<file path="src/rtl/tree_adder_pkg.sv">
// Shared definitions for the sequential tree adder: FSM states and default operand widths.
package tree_adder_pkg;

  localparam int W_SMALL_DEF = 4;
  localparam int W_LARGE_DEF = 8;

  typedef enum logic [2:0] {
    IDLE,
    ADD_AB,
    ADD_CD,
    ADD_TOT,
    HOLD
  } state_e;

endpackage

</file>
<file path="src/rtl/adder_unit.sv">
// Plain combinational adder, shared by every step of the tree addition.
module adder_unit #(
  parameter int W = 10
) (
  input  logic [W-1:0] a,
  input  logic [W-1:0] b,
  output logic [W-1:0] sum
);

  assign sum = a + b;

endmodule

</file>
<file path="src/rtl/tree_adder_sequential.sv">
// Computes a+b, c+d and their total over three cycles on one shared adder,
// with a valid/ready handshake on both the operand and the result side.
module tree_adder_sequential
  import tree_adder_pkg::*;
#(
  parameter int W_SMALL = W_SMALL_DEF,
  parameter int W_LARGE = W_LARGE_DEF
) (
  input  logic               clk,
  input  logic               rst,
  input  logic [W_SMALL-1:0] a,
  input  logic [W_SMALL-1:0] b,
  input  logic [W_LARGE-1:0] c,
  input  logic [W_LARGE-1:0] d,
  input  logic               in_valid,
  output logic               in_ready,
  output logic [W_SMALL:0]   sum1,
  output logic [W_LARGE:0]   sum2,
  output logic [W_LARGE+1:0] sum3,
  output logic               out_valid,
  input  logic               out_ready
);

  // Wide enough for sum1+sum2, so no step of the tree can overflow.
  localparam int W_ADD = W_LARGE + 2;

  state_e             state_q, state_d;
  logic [W_SMALL-1:0] a_q, a_d, b_q, b_d;
  logic [W_LARGE-1:0] c_q, c_d, d_q, d_d;
  logic [W_SMALL:0]   sum1_q, sum1_d;
  logic [W_LARGE:0]   sum2_q, sum2_d;
  logic [W_LARGE+1:0] sum3_q, sum3_d;
  logic               out_valid_q, out_valid_d;
  logic               in_ready_q, in_ready_d;
  logic [W_ADD-1:0]   op_a, op_b, add_sum;

  adder_unit #(.W(W_ADD)) u_adder (
    .a   (op_a),
    .b   (op_b),
    .sum (add_sum)
  );

  always_comb begin
    state_d     = state_q;
    a_d         = a_q;
    b_d         = b_q;
    c_d         = c_q;
    d_d         = d_q;
    sum1_d      = sum1_q;
    sum2_d      = sum2_q;
    sum3_d      = sum3_q;
    out_valid_d = out_valid_q;
    op_a        = '0;
    op_b        = '0;
    case (state_q)
      IDLE: begin
        if (in_valid) begin
          a_d     = a;
          b_d     = b;
          c_d     = c;
          d_d     = d;
          state_d = ADD_AB;
        end
      end
      ADD_AB: begin
        op_a    = W_ADD'(a_q);
        op_b    = W_ADD'(b_q);
        sum1_d  = add_sum[W_SMALL:0];
        state_d = ADD_CD;
      end
      ADD_CD: begin
        op_a    = W_ADD'(c_q);
        op_b    = W_ADD'(d_q);
        sum2_d  = add_sum[W_LARGE:0];
        state_d = ADD_TOT;
      end
      ADD_TOT: begin
        op_a        = W_ADD'(sum1_q);
        op_b        = W_ADD'(sum2_q);
        sum3_d      = add_sum;
        out_valid_d = 1'b1;
        state_d     = HOLD;
      end
      HOLD: begin
        if (out_ready) begin
          out_valid_d = 1'b0;
          state_d     = IDLE;
        end
      end
      default: begin
        out_valid_d = 1'b0;
        state_d     = IDLE;
      end
    endcase
    // in_ready is registered, so it follows the state we are about to enter.
    in_ready_d = (state_d == IDLE);
  end

  always_ff @(posedge clk or posedge rst) begin
    if (rst) begin
      state_q     <= IDLE;
      a_q         <= '0;
      b_q         <= '0;
      c_q         <= '0;
      d_q         <= '0;
      sum1_q      <= '0;
      sum2_q      <= '0;
      sum3_q      <= '0;
      out_valid_q <= 1'b0;
      in_ready_q  <= 1'b1;
    end else begin
      state_q     <= state_d;
      a_q         <= a_d;
      b_q         <= b_d;
      c_q         <= c_d;
      d_q         <= d_d;
      sum1_q      <= sum1_d;
      sum2_q      <= sum2_d;
      sum3_q      <= sum3_d;
      out_valid_q <= out_valid_d;
      in_ready_q  <= in_ready_d;
    end
  end

  assign in_ready  = in_ready_q;
  assign out_valid = out_valid_q;
  assign sum1      = sum1_q;
  assign sum2      = sum2_q;
  assign sum3      = sum3_q;

endmodule

</file>
<file path="config.mk">
export PLATFORM = sky130hd
export DESIGN_NAME = tree_adder_sequential
export DESIGN_NICKNAME = d
export VERILOG_FILES = /design/src/rtl/tree_adder_pkg.sv /design/src/rtl/adder_unit.sv /design/src/rtl/tree_adder_sequential.sv
export SDC_FILE = /design/constraint.sdc
export NUM_CORES = 1
export LEC_CHECK = 0
export ABC_AREA = 1
export CORE_ASPECT_RATIO = 0.7
export CORE_MARGIN = 2
export CORE_UTILIZATION = 51
export DETAILED_ROUTE_END_ITERATION = 10
export PLACE_DENSITY_LB_ADDON = 0.1
export REMOVE_ABC_BUFFERS = 1
export SKIP_CTS_REPAIR_TIMING = 1
export SYNTH_ARGS = -nofsm -noshare
export SYNTH_HDL_FRONTEND = slang
export SYNTH_SLANG_ARGS = --single-unit
</file>
<file path="constraint.sdc">
create_clock -name clk -period 3.05 [get_ports clk]
set_input_delay 0.915 -clock clk [delete_from_list [all_inputs] [get_ports clk]]
set_output_delay 0.915 -clock clk [all_outputs]
set_load 0.01 [all_outputs]
</file>
# Word-level counts from Yosys, hierarchy flattened
# Index checks and enable logic that the tools add are counted.
# W data, S select, Z words.
dict set report word_totals {
  output_inout_bits 26
  word_cells 29
  reg_bits 53
}
dict set report op_classes {
  n_eq_ne 5
  n_reduce_logical 5
  n_mux 7
  bitwise_logic 1
  add_sub_neg 1
}
# op n
set op_table {}
lappend op_table {{$pmux W9 S3} 1}
lappend op_table {{$pmux W8 S3} 1}
lappend op_table {{$pmux W3 S5} 1}
lappend op_table {{$add A8 B9 Y10} 1}
lappend op_table {{$eq A3 B2 Y1 const B} 2}
lappend op_table {{$logic_not A3 Y1} 2}
lappend op_table {{$mux W3} 2}
lappend op_table {{$reduce_and A2 Y1} 2}
lappend op_table {{$eq A3 B1 Y1 const B} 1}
lappend op_table {{$eq A3 B3 Y1 const B} 1}
lappend op_table {{$pmux W1 S3} 1}
lappend op_table {{$reduce_or A3 Y1} 1}
lappend op_table {{$ne A2 B2 Y1 const B} 1}
lappend op_table {{$mux W1} 1}
lappend op_table {{$not A1 Y1} 1}

# Depth between registers and ports, before layout
# Gate-level depths: netlist of the first run.
dict set report depth {
  ltp_word 4
  ltp_mapped 17
  mapped_depth_nobuf 16
}

# Hierarchy
# From an unflattened synthesis of the first run, not the netlist that was laid out.
dict set report hier_totals {
  hier_cells 360
  hier_area_um2 2778.9
}
# mod cells_each instances seq_area_each_um2 area_per_inst_um2
set by_module_without_submodules {}
lappend by_module_without_submodules {tree_adder_sequential 275 1 1327.5 2309.7}
lappend by_module_without_submodules {adder_unit 85 1 0.0 469.2}

# Least setup slack after synthesis of the first run
# Ideal clock, no wire load.
dict set report synth_path {
  path_kind {flip-flop to flip-flop}
  start {reg state_q[2]}
  end {reg sum2_q[4], in the netlist sum2[4]}
  period_less_slack_ns 2.355
  stages_incl_launch_ff 15
  path_buffers 1
  required_ns 2.967
  arrival_ns 2.273
  setup_slack_ns 0.695
  cell_sequence {dfrtp_1 nor3_2 inv_2 clkbuf_1 o21ai_1 ha_1 inv_1 fa_1 inv_1 nand2_1 nand2_1 nand2_1 xnor2_1 nand2_1 o21ai_0}
}
dict set report synth_between {
  elab_chain_len 3
}
# element line_no
set synth_rtl {}
lappend synth_rtl {{start: declaration} tree_adder_sequential.sv:27} ;# state_e state_q, state_d;
lappend synth_rtl {{start signal: assignment} tree_adder_sequential.sv:112} ;# state_q <= state_d;
lappend synth_rtl {{$eq A3 B2 Y1 / $eq A3 B1 Y1 (equally long branches)} tree_adder_sequential.sv:55} ;# case (state_q)
lappend synth_rtl {{$pmux W8 S3 / $pmux W9 S3 (equally long branches)} tree_adder_sequential.sv:55}
lappend synth_rtl {{$add A8 B9 Y10} adder_unit.sv:10} ;# assign sum = a + b;
lappend synth_rtl {{end signal: assignment} tree_adder_sequential.sv:118} ;# sum2_q <= sum2_d;
lappend synth_rtl {{end: declaration} tree_adder_sequential.sv:31} ;# logic [W_LARGE:0] sum2_q, sum2_d;
# Several ways; a longest one is shown, not always the timed one.
# A chain may end at the register's enable or synchronous reset.

# Worst setup path after layout of the first run
dict set report layout_path {
  start {reg state_q[0]}
  end {reg sum2_q[4], in the netlist sum2[4]}
}
# The elaborated chain is that of the path after synthesis.

==> key figures, run 1 <==
Layout
  • Fillers: 425
  • Most frequent cells in the layout: nand2_1 (134), clkdlybuf4s50_1 (53), dfrtp_1 (52), inv_1 (38), o21ai_1 (20)
  • Area growth, synth to finish: 26.5%
  • Final antenna diode count: 0
  • Most common cell after layout, fill and taps aside: nand2_1
  • Final #Nets: 424
  • Layout cells sized above 1: 0.0644
  • Final Core Density: 0.681
  • Area of all placed cells without fillers: 3330 um2

Place
  • Gpl congestion: 0.902
  • I/O Buffers: 53
  • Placed inst area: 3250 um2
  • Post-DP HPWL: 4420 um

Critical path
  • Critical path startpoint category: register
  • CP max stage cell: dfrtp_1
  • Reg-to-Reg Start: state_q[0]
  • Most used cell, CP: nand2_1
  • CP Capture Type: register
  • Crit path kind: reg2reg
  • Crit-path cells: nor3_2 > buf_4 > inv_2 > o21ai_1 > ha_1 > inv_1 > fa_1 > inv_1 > nand2_1 > nand2_1 > nand2_1 > xnor2_1 > nand2_1 > o21ai_0
  • Cells on worst reg2reg path: 14
  • CP Max Fanout: 15
  • Data required, critical path: 3.28 ns
  • Critical Path AT: 2.75 ns
  • Crit path launch: state_q[0]
  • Crit path largest cell delay: 0.44 ns

Routing
  • DRC Markers: 0
  • Wire length per cell: 12.9 um
  • WL final: 5880 um
  • Final ANT Viol Nets: 0
  • Detailed Route Iter0 Violations: 124
  • Routed vias: 2,286
  • First-pass iteration count of the detailed router: 4
  • Vias per cell: 5.00

Clock network
  • Total CTS buffers: 5
  • CTS Sinks: 53
  • CTS tree: built
  • Clk slew on worst S/H paths: 0.09 ns
  • Worst skew pair latency: 0.31 ns
  • Root Buffer: clkbuf_8
  • # H-tree levels: 2
  • Clk buf depth: 2

Synth
  • Leading area contributor after synthesis: dfrtp_1
  • Syn Area/Cell: 7.93 um2
  • Yosys Warn Count: 0
  • Synth area leaders: dfrtp_1 (49%), nand2_1 (19%), inv_1 (5.6%)
  • Synth cell types: 27
  • FF+latch count, synth: 53
  • Seq/Total Area, Yosys: 0.504
  • Asr flop ratio synth: 1.00
  • Synth Cell Area: 2630 um2
  • Post-synth EDFFs: 0
  • Synth top area share: 0.494
  • Top FF cell, synth: dfrtp_1
  • Post-Synthesis Cells: 332

Timing
  • Slew Limit Fails: 0
  • RSZ-0062 raised after global routing: false
  • Fin crit share: 0.824
  • # setup viols final: 0
  • Setup_tns: 0 ns
  • Final min period: 2.51 ns
  • Max Clock Freq: 398 MHz
  • Worst Clk Skew: 0.00668 ns
  • Final Hold Violating Endpoints: 0
  • Slew @ Worst Pin: 0.483 ns
  • Relative max-transition margin: 0.677

Floorplanning
  • Core Region: 4890 um2
  • DIE HEIGHT: 64.1 um
  • # rows: 21
  • Die width: 89.9 um
  • Ports: 54
  • Initial core utilization: 0.539
  • DIE AREA: 5760 um2

GRT
  • First-pass GRT wire length: 10,700 um
  • Pin count of the biggest net entering global routing: 33
  • Initial antenna violation count: 0
  • Number of global-route vias before repair: 2,294
  • GRT Resource Usage Total: 0.230
  • Total gr overflow: 0

Pwr
  • Max IR drop VDD: 0.000466 V
  • Power density over cell area: 961 nW/um2
  • Pleak: 1.69 nW

Worst hold path
  • Hold path depth: 2
  • Worst min-delay path class: reg2reg
  • Hold wc startpoint: d_q[7]

Status
  • Status: finished, final reports clean

Flow run
  • MaxCap Viol Count: 0
[critical path, delay by kind of cell (launching register included)]
kind,cells,cell delay [ns]
AOI/OAI and AO/OA,2,0.23
DFF,1,0.44
xor gates and xnor gates,1,0.22
and+or+nand+nor,5,0.50
adders and majority gates,2,0.58
buffers and inverters,4,0.49
[kinds of logic after synthesis]
logic type	share of synthesized area
AOI/OAI and AO/OA	0.0936
DFF	0.504
buffers and inverters	0.0841
and+or+nand+nor	0.262
adders and majority gates	0.0456
xor gates and xnor gates	0.00998
[metal layers]
metal	share of wire	up-vias	track usage
met1	0.50	1080	0.325
met3	0.050	7	0.0495
li1	-	1146	-
met4	0.010	0	0.0635
met2	0.44	53	0.365
met5	0	-	0
[final cells by class]
cell class / count / area, um2 / share of cell area
repair buffers: 59 / 588 / 0.177
multi-input cells: 225 / 1080 / 0.325
inverters: 43 / 161 / 0.0485
flip-flops and latches: 53 / 1330 / 0.399
clock inverters: 2 / 10.0 / 0.00301
clock buffers: 6 / 72.6 / 0.0218
well taps: 69 / 86.3 / 0.0259
[registers in the layout, indices dropped and copies added, names as in the netlist]
signal / count
a_q: 4
b_q: 4
c_q: 8
d_q: 8
in_ready: 1
out_valid: 1
state_q: 3
sum1: 5
sum2: 9
sum3: 10
[cells in the mapped netlist (2+ instances only)]
library cell    n
nand2_1       134
dfrtp_1        52
inv_1          39
o21ai_1        20
nand3_1        15
o21ai_0        11
nor2_1         10
ha_1            8
buf_2           6
a21oi_1         4
a22oi_1         4
inv_2           4
buf_4           3
o221ai_1        3
xnor2_1         3
clkbuf_1        2
nand3b_1        2
nor3_1          2
or2_2           2
[metrics by stage]
stage	hold slack [ns]	total power (W)	std cells	worst slack, ns
after floorplan	0.442	0.00218	321	0.398
after global placement	0.459	0.00278	449	0.659
after detailed placement	0.467	0.00283	449	0.547
after CTS	0.490	0.00322	457	0.526
after global routing	0.521	0.00350	457	0.262
final	0.486	0.00320	457	0.536
[final timing paths]
check,slack [ns],to
setup / recovery,0.54,sum2[4]
hold / removal,0.49,d_q[7]
setup reg to reg,0.54,sum2[4]
hold reg to reg,0.49,d_q[7]
max in group asynchronous,1.51,in_ready
min in group asynchronous,0.94,d_q[4]
[power by group]
part	total, W	switching [W]	leakage, nW	internal (W)
Sequential	0.00119	0.000177	0.675	0.00101
Combinational	0.00163	0.000951	0.974	0.000676
Clock	0.000383	0.000223	0.0450	0.000160
Total	0.00320	0.00135	1.69	0.00185
Power figures use the tool's default switching activity.
==> inputs of run 2 (changes only) <==
Settings changed: CORE_UTILIZATION 51 to 46.
Clock period 3.05 ns to 2.2 ns, I/O delays scaled along.
==> key figures, run 2 (same netlist as run 1, synthesis figures left out) <==
Worst hold path
  • Endpoint, Worst Hold: a_q[3]
  • Hold path depth: 2
  • Hold wc startpoint: a_q[3]
  • Worst min-delay path class: reg2reg

Layout
  • Most common cell after layout, fill and taps aside: nand2_1
  • Most frequent cells in the layout: nand2_1 (127), clkdlybuf4s50_1 (53), dfrtp_1 (52), inv_1 (35), buf_4 (20)
  • Final Core Density: 0.655
  • Final antenna diode count: 0
  • FF/Latch Area: 1330 um2
  • Layout cells sized above 1: 0.168
  • Max reg flops: 10
  • Non-filler cells, final: 485
  • Multi-input logic area: 1220 um2
  • Final #Nets: 446
  • Area growth, synth to finish: 39.7%
  • Fillers: 480

Place
  • Placed cell count: 472
  • I/O Buffers: 53
  • Gpl congestion: 0.897
  • Post-DP HPWL: 4440 um

Floorplanning
  • DIE HEIGHT: 67.3 um
  • Ports: 54
  • Die width: 94.4 um
  • DIE AREA: 6350 um2
  • # rows: 23
  • Initial core utilization: 0.469
  • Core Region: 5610 um2

Timing
  • # setup viols final: 10
  • Slew Limit Fails: 0
  • Max Clock Freq: 437 MHz
  • RSZ-0062 raised after global routing: true
  • Worst Clk Skew: 0.00963 ns
  • Worst setup margin: -0.0872 ns
  • Final min period: 2.29 ns
  • Slew @ Worst Pin: 0.414 ns
  • Fin crit share: 1.04
  • Final Hold Violating Endpoints: 0
  • Relative max-transition margin: 0.724

Routing
  • Wire length per cell: 13.3 um
  • DRC Markers: 0
  • WL final: 6470 um
  • Routed vias: 2,369
  • Detailed Route Iter0 Violations: 198
  • Final ANT Viol Nets: 0
  • Vias per cell: 4.88
  • First-pass iteration count of the detailed router: 4

GRT
  • Initial antenna violation count: 0
  • Pin count of the biggest net entering global routing: 54
  • GRT Resource Usage Total: 0.211
  • First-pass GRT wire length: 10,300 um
  • Total gr overflow: 0
  • Number of global-route vias before repair: 2,205

Clock network
  • Total CTS buffers: 5
  • CTS tree: built
  • Clk buf depth: 2
  • Root Buffer: clkbuf_8
  • CTS Sinks: 53
  • Worst skew pair latency: 0.30 ns
  • # H-tree levels: 2
  • Clk slew on worst S/H paths: 0.09 ns

Critical path
  • R2R Setup Slk: -0.09 ns
  • WP buf/inv: 5
  • Reg-to-Reg Start: state_q[0]
  • Cells on worst reg2reg path: 16
  • CP max stage cell: dfrtp_1
  • Critical Path AT: 2.49 ns
  • Kind of cell adding the most delay to the critical path: simple AND/OR/NAND/NOR gates
  • Crit path kind: reg2reg
  • CP Max Fanout: 8
  • Data required, critical path: 2.40 ns
  • Crit path largest cell delay: 0.39 ns
  • Crit Reg-Reg Endpoint: sum3[6]
  • Crit-path cells: buf_4 > nor3_4 > buf_6 > inv_8 > o21ai_4 > ha_2 > inv_2 > fa_2 > inv_2 > nand2_2 > nand2_4 > nand3b_1 > nand2_1 > nand2_1 > nand3_1 > nand2_1
  • CP Capture Type: register
  • Critical path startpoint category: register
  • Most used cell, CP: nand2_1

Status
  • Failing checks: setup timing
  • Status: complete, but fails checks

Pwr
  • Power density over cell area: 1410 nW/um2
  • Pleak: 1.84 nW
  • Max IR drop VDD: 0.000564 V

Flow run
  • MaxCap Viol Count: 0
[run 2: how the worst max path moves through the flow]
stage,from,to,slack [ns],cells past startpoint
floorplan,state_q[2],sum2[4],-0.45,13
CTS,state_q[2],sum2[4],-0.16,14
global route,state_q[1],sum3[6],-0.25,16
finish,state_q[0],sum3[6],-0.09,16
detailed placement,state_q[2],sum2[4],-0.11,14
global placement,state_q[2],sum2[4],-0.06,14
[run 2: worst register-to-register path: stages, from the launching register on]
cell and delay, ns:
dfrtp_1 0.39, buf_4 0.14, nor3_4 0.15, buf_6 0.17
inv_8 0.05, o21ai_4 0.14, ha_2 0.20, inv_2 0.04
fa_2 0.36, inv_2 0.07, nand2_2 0.06, nand2_4 0.07
nand3b_1 0.10, nand2_1 0.07, nand2_1 0.06, nand3_1 0.07
nand2_1 0.05
[run 2: layout make-up]
| class | count | share of cell area |
|---|---|---|
| Timing Repair Buffer | 81 | 0.214 |
| Inverter | 43 | 0.0459 |
| Multi-Input combinational cell | 225 | 0.331 |
| Clock buffer | 8 | 0.0218 |
| Sequential cell | 53 | 0.361 |
| Tap cell | 75 | 0.0255 |
[run 2: power breakdown]
group,internal (W),switching (W)
Sequential,0.00141,0.000225
Clock,0.000227,0.000303
Combinational,0.00141,0.00162
[run 2: metrics by stage]
stage | total power, W | area, um2 | setup TNS (ns) | worst slack [ns] | hold slack [ns]
CTS | 0.00474 | 3470 | -1.23 | -0.164 | 0.482
global placement | 0.00414 | 3390 | -0.195 | -0.0643 | 0.457
floorplan | 0.00302 | 2570 | -5.76 | -0.452 | 0.442
detailed placement | 0.00420 | 3390 | -0.683 | -0.114 | 0.467
finish | 0.00518 | 3680 | -0.741 | -0.0872 | 0.476
global route | 0.00559 | 3680 | -2.96 | -0.250 | 0.502
[run 2: per-layer routing]
| metal | wire, um | track usage | part of all wire |
|---|---|---|---|
| met4 | 60 | 0.0489 | 0.0093 |
| met1 | 3340 | 0.302 | 0.52 |
| met5 | 0 | 0 | 0 |
| met2 | 2750 | 0.332 | 0.42 |
| met3 | 325 | 0.0446 | 0.050 |
==> inputs of run 3 (changes only) <==
Settings changed: CTS_CLUSTER_DIAMETER set to 40.
==> results of run 3 <==
Same layout as run 2: the final DEF is identical, and so are final timing and power.
